<file path="src/rtl/step_profile_ctrl.sv">
// Trapezoidal step sequencer: emits CP/CCW to the microstepping Interface with a
// period that ramps from start_period down to min_period and back up before the last step.
module step_profile_ctrl #(
    parameter int unsigned STEP_W  = 16,
    parameter int unsigned PER_W   = 16,
    parameter int unsigned ACC_W   = 8,
    parameter int unsigned PULSE_W = 4
) (
    input  logic              CLK,
    input  logic              rst,
    input  logic              start,
    input  logic              abort,
    input  logic              dir_in,
    input  logic [STEP_W-1:0] steps,
    input  logic [PER_W-1:0]  start_period,
    input  logic [PER_W-1:0]  min_period,
    input  logic [ACC_W-1:0]  accel,
    output logic              CP,
    output logic              CCW,
    output logic              busy,
    output logic              done,
    output logic [STEP_W-1:0] steps_done
);

    typedef enum logic [1:0] {IDLE, ACCEL, CRUISE, DECEL} state_t;

    localparam logic [PER_W-1:0] MIN_FLOOR = PER_W'(2 * PULSE_W);

    state_t            state_q, state_d;
    logic [PER_W-1:0]  ph_q, ph_d;
    logic [PER_W-1:0]  cur_q, cur_d;
    logic [PER_W-1:0]  eff_min_q, eff_min_d;
    logic [PER_W-1:0]  eff_start_q, eff_start_d;
    logic [ACC_W-1:0]  accel_q, accel_d;
    logic [STEP_W-1:0] steps_q, steps_d;
    logic [STEP_W-1:0] cnt_q, cnt_d;
    logic [STEP_W-1:0] ramp_q, ramp_d;
    logic              dir_q, dir_d;
    logic              done_q, done_d;

    logic [PER_W-1:0]  in_min, in_start;
    logic [PER_W:0]    up_sum, dn_diff;
    logic [PER_W-1:0]  per_up, per_dn;
    logic [STEP_W-1:0] ramp_inc, ramp_dec, cnt_inc, remaining;
    logic              last;

    always_comb begin
        in_min   = (min_period > MIN_FLOOR) ? min_period : MIN_FLOOR;
        in_start = (start_period > in_min) ? start_period : in_min;

        // One extra bit so that neither direction can wrap before clamping
        up_sum  = {1'b0, cur_q} + (PER_W+1)'(accel_q);
        dn_diff = {1'b0, cur_q} - (PER_W+1)'(accel_q);
        per_up  = (up_sum > {1'b0, eff_start_q}) ? eff_start_q : up_sum[PER_W-1:0];
        per_dn  = (dn_diff[PER_W] || (dn_diff[PER_W-1:0] < eff_min_q)) ? eff_min_q
                                                                       : dn_diff[PER_W-1:0];

        ramp_inc  = (&ramp_q) ? ramp_q : ramp_q + 1'b1;
        ramp_dec  = (ramp_q == '0) ? '0 : ramp_q - 1'b1;
        cnt_inc   = cnt_q + 1'b1;
        remaining = steps_q - cnt_inc;
        last      = (ph_q == cur_q - PER_W'(1));
    end

    always_comb begin
        state_d     = state_q;
        ph_d        = ph_q;
        cur_d       = cur_q;
        eff_min_d   = eff_min_q;
        eff_start_d = eff_start_q;
        accel_d     = accel_q;
        steps_d     = steps_q;
        cnt_d       = cnt_q;
        ramp_d      = ramp_q;
        dir_d       = dir_q;
        done_d      = 1'b0;

        case (state_q)
            IDLE: begin
                if (start) begin
                    eff_min_d   = in_min;
                    eff_start_d = in_start;
                    accel_d     = accel;
                    steps_d     = steps;
                    dir_d       = dir_in;
                    cnt_d       = '0;
                    cur_d       = in_start;
                    ramp_d      = '0;
                    ph_d        = '0;
                    if (steps == '0) begin
                        done_d = 1'b1;
                    end else begin
                        state_d = ACCEL;
                    end
                end
            end
            default: begin
                if (last) begin
                    cnt_d = cnt_inc;
                    ph_d  = '0;
                    if ((remaining == '0) || abort) begin
                        state_d = IDLE;
                        done_d  = 1'b1;
                    end else begin
                        case (state_q)
                            ACCEL: begin
                                if (remaining <= ramp_q) begin
                                    state_d = DECEL;
                                    cur_d   = per_up;
                                    ramp_d  = ramp_dec;
                                end else begin
                                    cur_d  = per_dn;
                                    ramp_d = ramp_inc;
                                    if (per_dn == eff_min_q) begin
                                        state_d = CRUISE;
                                    end
                                end
                            end
                            CRUISE: begin
                                if (remaining <= ramp_q) begin
                                    state_d = DECEL;
                                    cur_d   = per_up;
                                    ramp_d  = ramp_dec;
                                end
                            end
                            default: begin
                                cur_d  = per_up;
                                ramp_d = ramp_dec;
                            end
                        endcase
                    end
                end else begin
                    ph_d = ph_q + PER_W'(1);
                end
            end
        endcase
    end

    always_ff @(posedge CLK) begin
        if (!rst) begin
            state_q     <= IDLE;
            ph_q        <= '0;
            cur_q       <= '0;
            eff_min_q   <= '0;
            eff_start_q <= '0;
            accel_q     <= '0;
            steps_q     <= '0;
            cnt_q       <= '0;
            ramp_q      <= '0;
            dir_q       <= 1'b0;
            done_q      <= 1'b0;
        end else begin
            state_q     <= state_d;
            ph_q        <= ph_d;
            cur_q       <= cur_d;
            eff_min_q   <= eff_min_d;
            eff_start_q <= eff_start_d;
            accel_q     <= accel_d;
            steps_q     <= steps_d;
            cnt_q       <= cnt_d;
            ramp_q      <= ramp_d;
            dir_q       <= dir_d;
            done_q      <= done_d;
        end
    end

    assign CP         = (state_q != IDLE) && (ph_q < PER_W'(PULSE_W));
    assign CCW        = dir_q;
    assign busy       = (state_q != IDLE);
    assign done       = done_q;
    assign steps_done = cnt_q;

endmodule

</file>
<file path="config.mk">
export PLATFORM = sky130hd
export DESIGN_NAME = step_profile_ctrl
export DESIGN_NICKNAME = d
export VERILOG_FILES = /design/src/rtl/step_profile_ctrl.sv
export SDC_FILE = /design/constraint.sdc
export NUM_CORES = 1
export LEC_CHECK = 0
export CORE_MARGIN = 2
export CORE_UTILIZATION = 45
export CTS_CLUSTER_SIZE = 20
export DETAILED_ROUTE_END_ITERATION = 10
export PLACE_DENSITY = 0.75
export SETUP_SLACK_MARGIN = 0.15
export SLEW_MARGIN = 20
export SYNTH_ARGS = -nofsm -noshare
export SYNTH_HDL_FRONTEND = slang
export SYNTH_SLANG_ARGS = --single-unit
</file>
<file path="constraint.sdc">
create_clock -name CLK -period 6.6 [get_ports CLK]
set_input_delay 0.66 -clock CLK [delete_from_list [all_inputs] [get_ports CLK]]
set_output_delay 0.66 -clock CLK [all_outputs]
set_load 0.02 [all_outputs]
</file>
==> summary.md, run 1 <==
| Metric | Value |
|---|---|
| Final period utilization | `91.1%` |
| Worst slew pin tran | `1.03 ns` |
| Crit path time final | `6.01 ns` |
| Warnings, synthesis | `0` |
| Placed inst area | `11800 sq um` |
| Final slew viol count | `0` |
| Root Driver | `clkbuf_16` |
| CP required | `6.95 ns` |
| Buf+Inv Stages, Crit Path | `1` |
| Vias in the first global route | `10200` |
| Row count | `56` |
| Largest net degree at the start of global routing | `65` |
| Reg-to-Reg Start | `steps_done[0]` |
| Longest Clk Path Bufs | `2` |
| Top cells by count, synth | `nand2_1, a21oi_1, nor2_1` |
| CTS tree | `done` |
| Number of synthesized flops with an enable pin | `0` |
| Maxcap violations | `0` |
| Clk Latency, worst-skew pair | `0.44 ns` |
| Hold Crit Class | `reg2reg` |
| Nets | `1666` |
| Cell with the most instances after synthesis | `nand2_1` |
| TritonCTS Buffers | `17` |
| Run status | `complete, no violations` |
| Startpoint Class | `flip-flop` |
| #FFs+latches synth | `124` |
| Final WL | `31200 microns` |
| First-pass GRT wire length | `51300 microns` |
| Layout cells sized above 1 | `5.56%` |
| Total grt overflow | `0` |
| Clock Sink Count | `124` |
| Worst slew margin | `31.2%` |
| DR pass1 iterations | `5` |
| ANT cells | `0` |
| Setup TNS | `0 ns` |
| Post-CTS resize count | `0` |
| Synth top area cells | `dfxtp_1, ha_1, a21oi_1, nand2_1, xnor2_1` |
| Post-synthesis net count | `1628` |
| ANT nets after route | `0` |
| Achievable frequency | `0.166 GHz` |
| Routability cong. | `0.930` |
| Crit Path Max Fanout | `13` |
| DIE AREA | `25200 sq um` |
| Critical path's most frequent cell | `ha_1` |
| Residual DRC | `0` |
| Die Ht | `159 microns` |
| Fin area | `12500 sq um` |
| VDD IR-drop max | `436 uV` |
| CP Launch Point | `steps_done[0]` |
| Final HPWL DP | `23400 microns` |
| Leak Pwr | `4.91 nW` |
| Most used DFF post-synth | `dfxtp_1` |
| Starting Density | `46.0%` |
| Average wire per standard cell | `17.1 microns` |
| CTS HTree Levels | `4` |
| Distinct cell type count after synthesis | `81` |
| Cts hold-fix bufs | `0` |
| Final setup vio count | `0` |
| Cell taking the most area after synthesis | `dfxtp_1` |
| IO Port Bufs | `80` |
| Final-report hold violation count | `0` |
| # Post-CTS Setup Buffers | `0` |
| CP peak stage delay | `0.59 ns` |
| Clock Skew | `0.0111 ns` |
| Cell area after synthesis | `10800 sq um` |
| Dpl cells | `1799` |
| Clk pin slew, worst setup/hold paths | `0.06 ns` |
| Die Span X | `159 microns` |
| Num ports | `81` |
| Initial DRC Count | `898` |
| Layout area overhead | `15.6%` |
| Post-Route Utilization | `53.1%` |
| Post-Syn Instances | `1461` |
| Hold wc startpoint | `steps_q[0]` |
| FILL cells | `2251` |
| Vias | `10700` |
| Critical path endpoint category | `flip-flop` |
| Unrepaired setup endpoints after global routing | `true` |
| Avg Inst Size Synth | `7.38 sq um` |
| WP data arrival | `6.36 ns` |
| Sequential fraction of the synthesis area | `23.0%` |
| Gr usage total | `24.7%` |
| CP max-delay cell | `o311ai_0` |
| Final non-filler cell total | `1831` |
| Initial antenna violation count | `0` |
| Vias per cell | `5.85` |
| CORE AREA | `23500 sq um` |
| Post-synth top area share | `23.0%` |
| CP top delay family | `simple AND/OR/NAND/NOR gates` |
| Pwr dens | `584 nW/um^2` |
| Crit-path cells | `ha_1 > and3_1 > nand2_1 > nor2_1 > and3_1 > xnor2_1 > ha_1 > a21oi_2 > nand2_1 > a221o_1 > or2_1 > o311ai_0 > ha_1 > nand4_1 > nand3b_1 > a21o_1 > o2111ai_1 > and2_1 > nand4_1 > o41ai_2 > nor2b_1 > buf_4 > o32ai_1` |
| Async S/R FF share, synth | `0%` |
| WS Path Type | `reg2reg` |
-- worst min-delay path, cell delays in order (launching register included) --
cell and delay [ns]:
dfxtp_1 0.31, nand2_1 0.05, a21oi_1 0.05
-- metrics by stage --
stage               hold WS (ns)  power (W)  setup WS [ns]
floorplan                  0.436    0.00497           1.03
global placement           0.443    0.00603          0.912
detailed placement         0.454    0.00611          0.617
CTS                        0.462    0.00722          0.606
global route               0.483    0.00795          0.136
finish                     0.460    0.00728          0.589
-- per-layer routing --
metal,vias up,part of all wire [%],global-route usage (%)
li1,5303,-,-
met1,5053,45,32.5
met2,300,48,41.1
met3,55,5.0,4.13
met4,0,2.1,7.80
met5,-,0,0
-- path summary, 6_finish.rpt --
kind / end / slack [ns] / cells after the start
max: ramp_q[3] / 0.59 / 23
min: steps_q[0] / 0.46 / 2
max reg2reg: ramp_q[3] / 0.59 / 23
min reg2reg: steps_q[0] / 0.46 / 2
-- power by group --
part           total (W)  internal [W]  switching, W
combinational    0.00505       0.00206       0.00299
sequential       0.00117      0.000902      0.000270
clock            0.00106      0.000647      0.000410
-- layout make-up --
cell class                 count  area [sq um]  share of cell area [%]
sequential                   124          2480                    19.9
clock buffer                  17           425                    3.41
multi-input combinational   1163          7670                    61.5
inverter                     101           380                    3.05
clock inverter                15           224                    1.80
timing repair buffer          92           891                    7.15
tap                          319           399                    3.20
-- cells by family (layout without fill, tap and decap cells) --
kind of cell    after synthesis  after routing  synth area share (%)
compound gates              383            383                  22.7
xor+xnor                     89             89                  7.22
fa+ha+maj                   106            106                  12.5
buf+inv                     174            225                  6.27
flops                       124            124                  23.0
mux                          42             42                  4.00
simple gates                543            543                  24.3
-- flip-flops by register name (all words and copies together) (netlist names) --
register	flops
done	1
eff_min_q	16
steps_q	16
CCW	1
ph_q	16
eff_start_q	16
state_q	2
cur_q	16
accel_q	8
steps_done	16
ramp_q	16
-- placed cells by master, fill, tap and decap left out, types with 10 or more instances in the layout --
cell / instances
nand4_1: 23
o21a_1: 14
inv_1: 98
and3_1: 21
nand3_1: 43
xor2_1: 32
dfxtp_1: 124
a21oi_1: 143
o21ai_0: 71
nor2_1: 128
o211ai_1: 10
a31oi_1: 11
buf_4: 12
nor3b_1: 14
or3_1: 10
nor4_1: 19
clkbuf_16: 17
nor2b_1: 17
ha_1: 103
clkdlybuf4s50_1: 80
nand2_1: 188
xnor2_1: 57
a211oi_1: 26
mux2i_1: 33
nor3_1: 30
Note: power is estimated with default switching activity, not from simulation.
==> inputs of run 2 (changes only) <==
- CTS_BUF_LIST: default -> sky130_fd_sc_hd__clkbuf_8 sky130_fd_sc_hd__clkbuf_16
==> results of run 2 <==
Same layout as run 1: the final DEF is identical, and so are final timing and power.
==> inputs of run 3 (changes only) <==
- SETUP_SLACK_MARGIN: 0.15 -> default
- SKIP_CTS_REPAIR_TIMING: default -> 1
==> run 3 against run 2 <==
  * Largest cell class unchanged
  * Clock-buffer cell count did not move
  * Critical path depth did not move
  * Global-route usage did not move
  * First-iteration DRC count rose by 2.6%
  * Largest power group unchanged
==> summary.md, run 3 (synthesized netlist as in run 1, its figures left out) <==
| Metric | Value |
|---|---|
| Residual DRC | `0 (unchanged)` |
| Clk Latency, worst-skew pair | `0.44 ns (about the same)` |
| CP peak stage delay | `0.77 ns (+0.18 ns)` |
| CP max-delay cell | `nor4b_2` |
| Reg-to-Reg Start | `steps_done[0]` |
| CP top delay family | `simple AND/OR/NAND/NOR gates` |
| Longest Clk Path Bufs | `2 (unchanged)` |
| VDD IR-drop max | `437 uV (+0.21%)` |
| IO Port Bufs | `80 (unchanged)` |
| Clk pin slew, worst setup/hold paths | `0.06 ns (about the same)` |
| CTS tree | `done` |
| Maxcap violations | `0 (unchanged)` |
| Row count | `56 (unchanged)` |
| DR pass1 iterations | `6 (+1)` |
| Crit path time final | `6.18 ns (+0.172 ns)` |
| Initial antenna violation count | `0 (unchanged)` |
| Vias in the first global route | `10200 (unchanged)` |
| Layout area overhead | `15.5% (about the same)` |
| CP Launch Point | `steps_done[0]` |
| Nets | `1666 (unchanged)` |
| Buf+Inv Stages, Crit Path | `0 (-1)` |
| WS Path Type | `reg2reg` |
| Design Power | `0.00728 W (about the same)` |
| Layout cells sized above 1 | `5.56% (unchanged)` |
| TritonCTS Buffers | `17 (unchanged)` |
| Worst slew margin | `30.9% (-0.24 points)` |
| Final HPWL DP | `23400 microns (unchanged)` |
| Crit Path Max Fanout | `8 (-5)` |
| Vias per cell | `5.90 (+0.80%)` |
| Startpoint Class | `flip-flop` |
| Die Span X | `159 microns (unchanged)` |
| Final-report hold violation count | `0 (unchanged)` |
| Crit-path cells | `ha_1 > and3_1 > nand2_1 > nor2_1 > and3_1 > xnor2_1 > ha_1 > a21oi_2 > nand2_1 > a221o_1 > or2_1 > o311ai_0 > ha_1 > nand4_1 > nand3b_1 > a21o_1 > o2111ai_1 > nand2_1 > a21oi_1 > and2_0 > nor4b_2 > a22oi_1 > o21ai_1` |
| Root Driver | `clkbuf_16` |
| Largest net degree at the start of global routing | `65 (unchanged)` |
| Average wire per standard cell | `17.1 microns (+0.17%)` |
| ANT cells | `0 (unchanged)` |
| Last element of the critical path | `ramp_q[9]` |
| Final slew viol count | `0 (unchanged)` |
| Most frequent cells in the layout | `nand2_1, a21oi_1, nor2_1, dfxtp_1, ha_1` |
| Hold wc startpoint | `steps_q[0]` |
| ANT nets after route | `0 (unchanged)` |
| Worst slew pin tran | `1.04 ns (+0.00356 ns)` |
| Vias | `10800 (+0.80%)` |
| R2r endpoint | `ramp_q[9]` |
| Achievable frequency | `0.162 GHz (-2.8%)` |
| CORE AREA | `23500 sq um (unchanged)` |
| Setup TNS | `0 ns (unchanged)` |
| Clock Skew | `0.0112 ns (+0.000162 ns)` |
| Most common cell after layout, fill and taps aside | `nand2_1` |
| DIE AREA | `25200 sq um (unchanged)` |
| Leak Pwr | `4.91 nW (about the same)` |
| Gr usage total | `24.7% (unchanged)` |
| Total grt overflow | `0 (unchanged)` |
| Critical path endpoint category | `flip-flop` |
| Final setup vio count | `0 (unchanged)` |
| Run status | `complete, no violations` |
| Hold Crit Class | `reg2reg` |
| First-pass GRT wire length | `51300 microns (unchanged)` |
| WP data arrival | `6.55 ns (+0.19 ns)` |
| Starting Density | `46.0% (unchanged)` |
| Num ports | `81 (unchanged)` |
| Final WL | `31300 microns (+0.17%)` |
| CTS HTree Levels | `4 (unchanged)` |
| Routability cong. | `0.930 (unchanged)` |
| Die Ht | `159 microns (unchanged)` |
| CP required | `6.97 ns (+0.02 ns)` |
| Pwr dens | `584 nW/um^2 (about the same)` |
| R2R Setup Slk | `0.42 ns (-0.17 ns)` |
| Critical path depth | `23 (unchanged)` |
| Register-to-Register Path Depth | `23 (unchanged)` |
| Clock Sink Count | `124 (unchanged)` |
| Initial DRC Count | `921 (+2.6%)` |
| Unrepaired setup endpoints after global routing | `false` |
| Final period utilization | `93.7% (+2.6 points)` |
run 3: changes by cell type in the layout (fill, tap and decap cells not counted):
cell / change
nor4b_4: -1
nor4b_2: +1
run 3: area by class of cell:
class,count,area [sq um]
tap,319,399
fill,2252,11000
clock buffer,17,425
sequential,124,2480
inverter,101,380
multi-input combinational,1163,7660
timing repair buffer,92,891
clock inverter,15,224
run 3: tightest hold or removal path: stages (launching register included):
cell,delay (ns)
dfxtp_1,0.31
nand2_1,0.05
a21oi_1,0.05
run 3: how the worst min path moves through the flow:
stage	to	slack, ns	cells after the start
floorplan	eff_start_q[3]	0.44	2
global placement	CCW	0.44	2
detailed placement	steps_q[2]	0.45	2
CTS	steps_q[2]	0.46	2
global route	steps_q[13]	0.48	2
finish	steps_q[0]	0.46	2
run 3: routing by layer:
| metal | vias up | global-route usage [%] | share of wire (%) |
|---|---|---|---|
| met5 | - | 0 | 0 |
| met4 | 0 | 7.80 | 2.1 |
| met3 | 51 | 4.13 | 5.1 |
| met2 | 329 | 41.1 | 48 |
| met1 | 5109 | 32.5 | 45 |
| li1 | 5308 | - | - |
run 3: report_power, final:
part           internal [W]  switching (W)
clock network      0.000647       0.000411
registers          0.000902       0.000270
logic               0.00206        0.00299
total               0.00360        0.00367
run 3: per-stage QoR:
| step | setup slack, ns | instance area (sq um) | hold slack (ns) | utilization (%) | std cells |
|---|---|---|---|---|---|
| finish | 0.416 | 12500 | 0.460 | 53.1 | 1831 |
| global route | 0.0280 | 12500 | 0.483 | 53.1 | 1831 |
| CTS | 0.606 | 12500 | 0.462 | 53.0 | 1831 |
| detailed placement | 0.617 | 11800 | 0.454 | 50.3 | 1799 |
| global placement | 0.912 | 11800 | 0.443 | 50.3 | 1799 |
| floorplan | 1.03 | 10800 | 0.436 | - | 1461 |
